**src/rtl/gold_tx_multi_if.sv**
```systemverilog
// AXI-Stream style descriptor channel carrying per-channel shift/data descriptors.
interface axistream_if #(
   parameter int DATA_W = 8
) ();
   logic [DATA_W-1:0] tdata;
   logic              tvalid;
   logic              tready;
   logic              tlast;

   modport master (output tdata, output tvalid, output tlast, input tready);
   modport slave  (input tdata, input tvalid, input tlast, output tready);
endinterface

```
**src/rtl/gold_tx_multi.sv**
```systemverilog
// Multi-channel Gold-code burst transmitter: loads one shift descriptor per channel, then plays the codes.
// Optional macro GOLD_TX_DATA_MOD_EN enables per-channel BPSK inversion from tdata[NUM_W].
//
// state | meaning
// IDLE  | waiting for strobe, outputs quiet
// LOAD  | accepting one descriptor per channel, in channel order
// OUT   | playing M_WIDTH chips, SYM_CYC cycles each, LSB first
// PAUSE | PAUSE_CYC silent cycles before returning to IDLE
module gold_tx_multi #(
   parameter int                 N_CH      = 4,
   parameter int                 M_WIDTH   = 31,
   parameter logic [M_WIDTH-1:0] M0_VAL    = 31'b1111100110100100001010111011000,
   parameter logic [M_WIDTH-1:0] M1_VAL    = 31'b1111101110001010110100001100100,
   parameter int                 SYM_CYC   = 10,
   parameter int                 PAUSE_CYC = 100
) (
   input  logic            s_axis_aclk,
   input  logic            aresetn,
   input  logic            strobe,
   axistream_if.slave      s_axis,
   output logic [N_CH-1:0] phase_out,
   output logic            busy,
   output logic            code_start,
   output logic            chip_stb,
   output logic            shift_err
);
   localparam int NUM_W = $clog2(M_WIDTH);
   localparam int CH_W  = (N_CH > 1) ? $clog2(N_CH) : 1;
   localparam int SYM_W = $clog2(SYM_CYC) + 1;
   localparam int PAU_W = $clog2(PAUSE_CYC) + 1;

   localparam logic [NUM_W:0]   M_LIM      = (NUM_W+1)'(M_WIDTH);
   localparam logic [NUM_W-1:0] LAST_CHIP  = NUM_W'(M_WIDTH - 1);
   localparam logic [CH_W-1:0]  LAST_CH    = CH_W'(N_CH - 1);
   localparam logic [SYM_W-1:0] SYM_LOAD   = SYM_W'(SYM_CYC - 1);
   localparam logic [PAU_W-1:0] PAUSE_LOAD = PAU_W'(PAUSE_CYC - 1);

   typedef enum logic [1:0] {S_IDLE, S_LOAD, S_OUT, S_PAUSE} state_t;

   state_t             r_state;
   logic               r_tready;
   logic [N_CH-1:0]    r_phase;
   logic               r_busy;
   logic               r_code_start;
   logic               r_chip_stb;
   logic               r_shift_err;
   logic [CH_W-1:0]    r_ch_cnt;
   logic [NUM_W-1:0]   r_chip_idx;
   logic [SYM_W-1:0]   r_sym_cnt;
   logic [PAU_W-1:0]   r_pause_cnt;
   logic [M_WIDTH-1:0] r_code [N_CH];

   logic [NUM_W-1:0]   w_k;
   logic               w_bad;
   logic [NUM_W-1:0]   w_k_eff;
   logic [M_WIDTH-1:0] w_code_load;
   logic [NUM_W-1:0]   w_next_idx;
   logic               w_hs;
   logic               w_unused;

   // out[i] = v[(i+k) mod M]; the index sum never exceeds 2*(M-1), so one subtraction folds it.
   function automatic logic [M_WIDTH-1:0] rotr(input logic [M_WIDTH-1:0] v, input logic [NUM_W-1:0] k);
      logic [M_WIDTH-1:0] res;
      logic [NUM_W:0]     s;
      res = '0;
      for (int i = 0; i < M_WIDTH; i++) begin
         s = (NUM_W+1)'(i) + {1'b0, k};
         if (s >= M_LIM) s = s - M_LIM;
         res[i] = v[s[NUM_W-1:0]];
      end
      return res;
   endfunction

   assign w_k        = s_axis.tdata[NUM_W-1:0];
   assign w_bad      = ({1'b0, w_k} >= M_LIM);
   assign w_k_eff    = w_bad ? '0 : w_k;
   assign w_hs       = s_axis.tvalid & r_tready;
   assign w_next_idx = r_chip_idx + 1'b1;
   assign w_unused   = &{1'b0, s_axis.tlast, s_axis.tdata};

`ifdef GOLD_TX_DATA_MOD_EN
   assign w_code_load = M0_VAL ^ rotr(M1_VAL, w_k_eff) ^ {M_WIDTH{s_axis.tdata[NUM_W]}};
`else
   assign w_code_load = M0_VAL ^ rotr(M1_VAL, w_k_eff);
`endif

   always_ff @(posedge s_axis_aclk) begin
      if (!aresetn) begin
         r_state      <= S_IDLE;
         r_tready     <= 1'b0;
         r_phase      <= '0;
         r_busy       <= 1'b0;
         r_code_start <= 1'b0;
         r_chip_stb   <= 1'b0;
         r_shift_err  <= 1'b0;
         r_ch_cnt     <= '0;
         r_chip_idx   <= '0;
         r_sym_cnt    <= '0;
         r_pause_cnt  <= '0;
         for (int ch = 0; ch < N_CH; ch++) r_code[ch] <= '0;
      end else begin
         r_code_start <= 1'b0;
         r_chip_stb   <= 1'b0;
         r_shift_err  <= 1'b0;
         case (r_state)
            S_IDLE: begin
               r_phase <= '0;
               if (strobe) begin
                  r_state  <= S_LOAD;
                  r_tready <= 1'b1;
                  r_busy   <= 1'b1;
                  r_ch_cnt <= '0;
               end
            end
            S_LOAD: begin
               if (w_hs) begin
                  r_code[r_ch_cnt] <= w_code_load;
                  r_shift_err      <= w_bad;
                  if (r_ch_cnt == LAST_CH) begin
                     r_state      <= S_OUT;
                     r_tready     <= 1'b0;
                     r_ch_cnt     <= '0;
                     r_chip_idx   <= '0;
                     r_sym_cnt    <= SYM_LOAD;
                     r_code_start <= 1'b1;
                     r_chip_stb   <= 1'b1;
                     // The last channel's code lands in r_code on this same edge, so take chip 0 from the load path.
                     for (int ch = 0; ch < N_CH; ch++)
                        r_phase[ch] <= (ch == N_CH - 1) ? w_code_load[0] : r_code[ch][0];
                  end else begin
                     r_ch_cnt <= r_ch_cnt + 1'b1;
                  end
               end
            end
            S_OUT: begin
               if (r_sym_cnt == '0) begin
                  if (r_chip_idx == LAST_CHIP) begin
                     r_state     <= S_PAUSE;
                     r_phase     <= '0;
                     r_pause_cnt <= PAUSE_LOAD;
                  end else begin
                     r_chip_idx <= w_next_idx;
                     r_sym_cnt  <= SYM_LOAD;
                     r_chip_stb <= 1'b1;
                     for (int ch = 0; ch < N_CH; ch++)
                        r_phase[ch] <= r_code[ch][w_next_idx];
                  end
               end else begin
                  r_sym_cnt <= r_sym_cnt - 1'b1;
               end
            end
            S_PAUSE: begin
               if (r_pause_cnt == '0) begin
                  r_state <= S_IDLE;
                  r_busy  <= 1'b0;
               end else begin
                  r_pause_cnt <= r_pause_cnt - 1'b1;
               end
            end
            default: r_state <= S_IDLE;
         endcase
      end
   end

   assign s_axis.tready = r_tready;
   assign phase_out     = r_phase;
   assign busy          = r_busy;
   assign code_start    = r_code_start;
   assign chip_stb      = r_chip_stb;
   assign shift_err     = r_shift_err;
endmodule

```
**src/flat_wrapper.sv**
```systemverilog
// flat-port wrapper written by rule: the top's interface ports become plain ports
module gold_tx_multi_flat 
#(
   parameter int                 N_CH      = 4,
   parameter int                 M_WIDTH   = 31,
   parameter logic [M_WIDTH-1:0] M0_VAL    = 31'b1111100110100100001010111011000,
   parameter logic [M_WIDTH-1:0] M1_VAL    = 31'b1111101110001010110100001100100,
   parameter int                 SYM_CYC   = 10,
   parameter int                 PAUSE_CYC = 100
)
  (s_axis_aclk, aresetn, strobe, phase_out, busy, code_start, chip_stb, shift_err, s_axis_tdata, s_axis_tvalid, s_axis_tlast, s_axis_tready);
  axistream_if s_axis_i ();
  input  logic s_axis_aclk;
  input  logic aresetn;
  input  logic strobe;
  output logic [N_CH-1:0] phase_out;
  output logic busy;
  output logic code_start;
  output logic chip_stb;
  output logic shift_err;
  input wire logic [$bits(s_axis_i.tdata)-1:0] s_axis_tdata;
  input wire logic [$bits(s_axis_i.tvalid)-1:0] s_axis_tvalid;
  input wire logic [$bits(s_axis_i.tlast)-1:0] s_axis_tlast;
  output wire logic [$bits(s_axis_i.tready)-1:0] s_axis_tready;
  assign s_axis_i.tdata = s_axis_tdata;
  assign s_axis_i.tvalid = s_axis_tvalid;
  assign s_axis_i.tlast = s_axis_tlast;
  assign s_axis_tready = s_axis_i.tready;
  gold_tx_multi #(.N_CH(N_CH), .M_WIDTH(M_WIDTH), .M0_VAL(M0_VAL), .M1_VAL(M1_VAL), .SYM_CYC(SYM_CYC), .PAUSE_CYC(PAUSE_CYC)) u_core (.s_axis_aclk(s_axis_aclk), .aresetn(aresetn), .strobe(strobe), .s_axis(s_axis_i), .phase_out(phase_out), .busy(busy), .code_start(code_start), .chip_stb(chip_stb), .shift_err(shift_err));
endmodule
```
**config.mk**
```make
export PLATFORM = sky130hd
export DESIGN_NAME = gold_tx_multi_flat
export DESIGN_NICKNAME = d
export VERILOG_FILES = /design/src/rtl/gold_tx_multi_if.sv /design/src/rtl/gold_tx_multi.sv /design/src/flat_wrapper.sv
export SDC_FILE = /design/constraint.sdc
export NUM_CORES = 1
export LEC_CHECK = 0
export ABC_CLOCK_PERIOD_IN_PS = 5550
export CAP_MARGIN = 20
export CORE_ASPECT_RATIO = 0.8
export CORE_UTILIZATION = 35
export DETAILED_ROUTE_END_ITERATION = 10
export HOLD_SLACK_MARGIN = 0.02
export SETUP_SLACK_MARGIN = 0.15
export SYNTH_ARGS = -nofsm -noshare
export SYNTH_HDL_FRONTEND = slang
export SYNTH_SLANG_ARGS = --single-unit
```
**constraint.sdc**
```tcl
create_clock -name s_axis_aclk -period 5.55 [get_ports s_axis_aclk]
set_input_delay 0.555 -clock s_axis_aclk [delete_from_list [all_inputs] [get_ports s_axis_aclk]]
set_output_delay 0.555 -clock s_axis_aclk [all_outputs]
set_load 0.005 [all_outputs]
```
After elaboration in Yosys (flattened, before gate mapping)
Memory sizes are Yosys's and may differ from the RTL's.
Index checks and enable logic that the tools add are counted.
{"block": "classes", "addsub": 65, "multipliers": 0, "div_mod_pow": 0, "magnitude_cmp": 64, "n_eq_ne": 14, "n_shift": 0, "muxes": 120, "bitwise": 2, "n_reduce_logical": 19}
{"op": "$mux 5", "n": 40}
{"op": "$lt 5x6->1 const B", "n": 32}
{"op": "$ge 6x5->1 const B", "n": 30}
{"op": "$sub 5x5->5 const B", "n": 31}
{"op": "$add 5x5->6 const A", "n": 15}
{"op": "$mux 1", "n": 49}
{"op": "$add 4x5->6 const A", "n": 8}
{"op": "$mux 31", "n": 1}
{"op": "$reduce_or 31->1", "n": 1}
{"op": "$add 3x5->6 const A", "n": 4}
{"op": "$mux 8", "n": 3}
{"op": "$bmux 1 s5", "n": 4}
{"op": "$mux 2", "n": 10}
{"op": "$pmux 5 s2", "n": 2}
{"op": "$mux 4", "n": 4}
{"op": "$not 16->16", "n": 1}
{"op": "$pmux 8 s2", "n": 1}
{"op": "$reduce_and 4->1", "n": 4}
{"op": "$add 2x5->6 const A", "n": 2}
{"op": "$pmux 4 s3", "n": 1}
{"op": "$ge 5x5->1 const B", "n": 2}
{"op": "$ne 2x1->1 const B", "n": 5}
{"op": "$reduce_and 3->1", "n": 3}
{"op": "$logic_not 8->1", "n": 1}
{"op": "other kinds (21)", "n": 30}
{"block": "word_totals", "regBits": 31, "latch_bits": 0, "ram_bits": 124, "mem_bits_ro": 992, "inputBits": 13, "out_inout_bits": 9, "word_cells": 327, "mem_count": 32}
{"name": "u_core.r_code", "words": 4, "word_bits": 31, "rd": 4, "rd_ports_with_merged_regs": 0, "wr": 4, "line_no": "gold_tx_multi.sv:51", "source": "logic [M_WIDTH-1:0] r_code [N_CH];"}
{"name": "(no name shown)", "words": 32, "word_bits": 1, "rd": 1, "rd_ports_with_merged_regs": 0, "wr": 0, "line_no": "gold_tx_multi.sv:69", "source": "res[i] = v[s[NUM_W-1:0]];"}
{"name": "(no name shown)", "words": 32, "word_bits": 1, "rd": 1, "rd_ports_with_merged_regs": 0, "wr": 0, "line_no": "gold_tx_multi.sv:69"}
{"name": "(no name shown)", "words": 32, "word_bits": 1, "rd": 1, "rd_ports_with_merged_regs": 0, "wr": 0, "line_no": "gold_tx_multi.sv:69"}
{"name": "(no name shown)", "words": 32, "word_bits": 1, "rd": 1, "rd_ports_with_merged_regs": 0, "wr": 0, "line_no": "gold_tx_multi.sv:69"}
{"name": "(no name shown)", "words": 32, "word_bits": 1, "rd": 1, "rd_ports_with_merged_regs": 0, "wr": 0, "line_no": "gold_tx_multi.sv:69"}
{"name": "+26 memories"}

Depth between registers and ports, before layout
{"block": "depth", "word_depth": 9, "depth_mapped": 25, "depth_no_buf": 17}

Least setup slack after synthesis
No wires, ideal clock.
{"block": "synth_path", "path_kind": "input-to-reg", "startpoint": "input port s_axis_tdata[2]", "endpoint": "memory u_core.r_code[0][25], data pin", "setup_time_ns": 0.272, "arrival_time_ns": 4.796, "path_slack_ns": 0.482, "cell_stages": 24, "n_path_buf": 8, "path_cell_list": "ha_1 buf_4 a21oi_2 buf_6 o21ai_4 inv_2 buf_2 buf_1 buf_2 ha_1 buf_2 buf_2 xor2_1 nand3_1 o211ai_1 clkbuf_1 nand2_1 o21ai_0 ha_1 a41oi_1 a21oi_1 a221oi_1 o21ai_0 a21oi_1"}
{"item": "start: declaration", "line_no": "flat_wrapper.sv:21", "source": "input wire logic [$bits(s_axis_i.tdata)-1:0] s_axis_tdata;"}
{"item": "end: declaration", "line_no": "gold_tx_multi.sv:51"}

==> impl_metrics.yaml <==
placed_design:
  port-buffer-count: 17
  post-place-ws_ps: -110
  place.gp.congestion: 0.979
  dpl.hpwl_mm: 39.7
yosys:
  ys_seq_area_frac: 0.280
  synth_nets: 1890
  synth-seq-cells: 155
  synth-main-ff-cell: "edfxtp_1"
  ys_async_sr_fraction: 0
  synth_area_sq_um: 15500
  syn_area_per_cell_sq_um: 8.75
  yosysWarnings: 0
  synth_cell_type_count: 114
  synth-edff-count: 124
  synthCells: 1771
clocking:
  post_cts_resized: 0
  cts.root.buffer_cell: "clkbuf_16"
  cts_sinks: 155
  cts_made_buffers: 17
  htree_levels: 4
  cts.clk_slew.worst_paths_ps: 70
  cts_tree: "built"
  clock_latency_ps: 430
  cts_buffer_depth: 2
  ctsHoldBuffers: 0
  postCtsSetupRepairBufs: 0
timing:
  grt_setup_unrepaired: "no"
  finalCritPeriodShare: 0.918
  setup_violations: 0
  slew_headroom: 0.313
  setup_slack_ps: 453
  fin_crit_ps: 5100
  hold_viol_final: 0
  slew_violations: 0
  finClkSkew_ps: 11.4
  worst-slew-pin-transition_ps: 1030
  max_freq_mhz: 196
critical_path:
  cp_data_arrival_time_ps: 5230
  end_kind: "flop"
  worstPathMaxFanout: 20
  cp_slowest_cell: "a311oi_1"
  critPathTopFamily: "compound AO/OA/AOI/OAI gates"
  critPathRequiredTime_ps: 5680
  r2r-start: "u_core.r_state[1]"
  crit_type: "in2reg"
  worst-path-buf-inv: 2
  cp-startpoint: "s_axis_tdata[2]"
  critPathLaunchType: "input pin"
  path_cells: "clkdlybuf4s50_1 > ha_1 > a21oi_2 > o31ai_4 > buf_4 > ha_1 > o211a_1 > nor2_1 > o41ai_2 > mux2i_1 > ha_1 > nor2_1 > a311oi_1 > nor3_1"
  slowest_delay_ps: 690
  cp_common_cell: "ha_1"
grt:
  first_global_vias: 13485
  grt_max_degree: 36
  grt_first_pass_wirelength_mm: 81.7
  grt_usage: 0.235
  antenna_found_initial: 0
  gr-total-overflow: 0
drt:
  ant_nets: 0
  first_iter_violations: 1474
  wirelength_mm: 53.3
  first_pass_iters: 5
  drc: 0
  post_drt_via_cell_ratio: 6.15
  num_vias: 14514
  wire_per_inst_um: 22.6
pwr:
  power_density_nw_per_um2: 252
  p_sw_frac: 0.393
  p_clk_frac: 0.258
  leakagePower_nw: 6.67
  p_int_w: 0.00262
  pwr-share-comb: 0.424
  seq_power_share: 0.317
  switching_power_w: 0.00170
  ir_worst_vdd_mv: 0.245
floorplanning:
  num_io_pins: 22
  num_rows: 68
  dieHeight_um: 190
  coreArea_sq_um: 43400
  die_w_um: 237
  die-area_sq_um: 45100
  start_util: 0.357
hold_path:
  worstHoldStart: "u_core.r_sym_cnt[4]"
  hold_path_class: "reg2reg"
final_layout:
  utilization: 0.396
  ff_latch_area_sq_um: 4350
  multi_input_area_sq_um: 10200
  n_antenna_cell: 0
  layout-drive-gt1-share: 0.148
  syn_to_final_growth_pct: 10.8
  fill_cells: 4362
  fin_nets: 1905
run_status:
  status: "finished, final reports clean"
job:
  timing.max_cap.violations: 0
## state kept, by name, summed over array words and instances (netlist names)
register,cells
u_core.r_sym_cnt,5
u_core.r_code,124
u_core.r_state,2
u_core.code_start,1
u_core.shift_err,1
u_core.s_axis.tready,1
u_core.r_ch_cnt,2
u_core.chip_stb,1
u_core.phase_out,4
u_core.r_chip_idx,5
u_core.r_pause_cnt,8
u_core.busy,1
## layer usage
| layer | share of wire | track usage | up-vias | routed length (um) |
|---|---|---|---|---|
| li1 | - | - | 6728 | - |
| met1 | 0.46 | 0.341 | 7034 | 24600 |
| met2 | 0.42 | 0.344 | 680 | 22300 |
| met3 | 0.096 | 0.0535 | 72 | 5120 |
| met4 | 0.024 | 0.0675 | 0 | 1280 |
| met5 | 0 | 0 | - | 0 |
## cells in the mapped netlist, types with 9 or more instances
master | instances | share of area
o211ai_1 | 26 | 0.013
xnor2_1 | 53 | 0.030
o21ai_1 | 10 | 0.0032
nand3_1 | 54 | 0.017
buf_4 | 10 | 0.0048
mux4_2 | 33 | 0.048
a21oi_1 | 119 | 0.038
a21o_1 | 15 | 0.0073
a31oi_1 | 32 | 0.013
and2_1 | 34 | 0.014
dfxtp_1 | 31 | 0.040
mux2_2 | 16 | 0.012
a211oi_1 | 41 | 0.020
o2bb2ai_1 | 11 | 0.0062
a211o_1 | 9 | 0.0051
buf_2 | 25 | 0.0081
o22ai_1 | 14 | 0.0057
o21ai_0 | 91 | 0.029
nor2b_1 | 13 | 0.0052
ha_1 | 105 | 0.085
edfxtp_1 | 124 | 0.24
mux2i_1 | 60 | 0.039
nand4_1 | 14 | 0.0057
and3_1 | 13 | 0.0052
nand2b_1 | 10 | 0.0040
or3_1 | 9 | 0.0036
nand2_1 | 140 | 0.034
o21a_1 | 10 | 0.0048
nor3_1 | 85 | 0.027
clkbuf_1 | 76 | 0.018
inv_1 | 92 | 0.022
or2_2 | 10 | 0.0040
nor2_1 | 126 | 0.031
o31ai_1 | 13 | 0.0063
## layout make-up
| class | count | area share |
|---|---|---|
| Timing Repair Buffer | 119 | 0.0545 |
| Clock inverter | 15 | 0.00823 |
| Multi-Input combinational cell | 1392 | 0.596 |
| Clock buffer | 17 | 0.0248 |
| Tap cell | 560 | 0.0408 |
| Inverter | 101 | 0.0221 |
| Sequential cell | 155 | 0.253 |
## worst register-to-register path: stages (launching register included)
cell     delay [ps]
dfxtp_1         400
inv_1            90
ha_1            320
and3_1          320
nand2_1         100
buf_4           400
nor2_1          110
nand2_1          90
buf_4           340
nand2_1         710
buf_4           460
## worst paths after layout
check	end	slack, ps	cells past startpoint
worst min-delay path	u_core.r_sym_cnt[4]	450	2
worst min register to register	u_core.r_sym_cnt[4]	450	2
worst max-delay path	u_core.r_code[0][11]	450	14
worst max register to register	u_core.r_code[2][3]	1960	10
## metrics by stage
step	std cells	TNS, ps	power (W)	area (sq um)	hold WS, ps
after floorplan	1771	0	0.00261	15500	425
after global placement	2327	-269	0.00315	16600	439
after detailed placement	2327	-424	0.00319	16600	445
after CTS	2359	0	0.00430	17100	456
after global routing	2359	0	0.00456	17200	490
final	2359	0	0.00432	17200	454
## power groups by stage
| stage | logic (W) | registers [W] | clock network (W) |
|---|---|---|---|
| floorplan | 0.00123 | 0.00139 | 0 |
| global placement | 0.00176 | 0.00139 | 0 |
| detailed placement | 0.00179 | 0.00140 | 0 |
| CTS | 0.00180 | 0.00137 | 0.00113 |
| global route | 0.00200 | 0.00138 | 0.00118 |
| finish | 0.00184 | 0.00137 | 0.00112 |
## cells by family (layout without fill, tap and decap cells)
kind of cell               after synthesis  after routing  synth area share
and+or+nand+nor                        560            560             0.179
DFF                                    155            155             0.280
muxes                                  112            112             0.101
AOI/OAI and AO/OA                      552            552             0.257
adders and majority gates              106            106            0.0861
buffers and inverters                  224            252            0.0607
xor gates and xnor gates                62             62            0.0363
## placed cells by master (no fill, tap or decap), types with 14 or more instances in the layout
master,n
nand2_1,140
nor2_1,126
edfxtp_1,124
a21oi_1,119
ha_1,104
buf_4,102
inv_1,92
o21ai_0,91
nor3_1,85
mux2i_1,60
nand3_1,54
xnor2_1,53
a211oi_1,40
and2_1,34
mux4_2,33
a31oi_1,31
dfxtp_1,30
o211ai_1,26
clkbuf_16,17
clkdlybuf4s50_1,17
mux2_2,16
a21o_1,15
nand4_1,14
o22ai_1,14
Power figures use the tool's default switching activity.
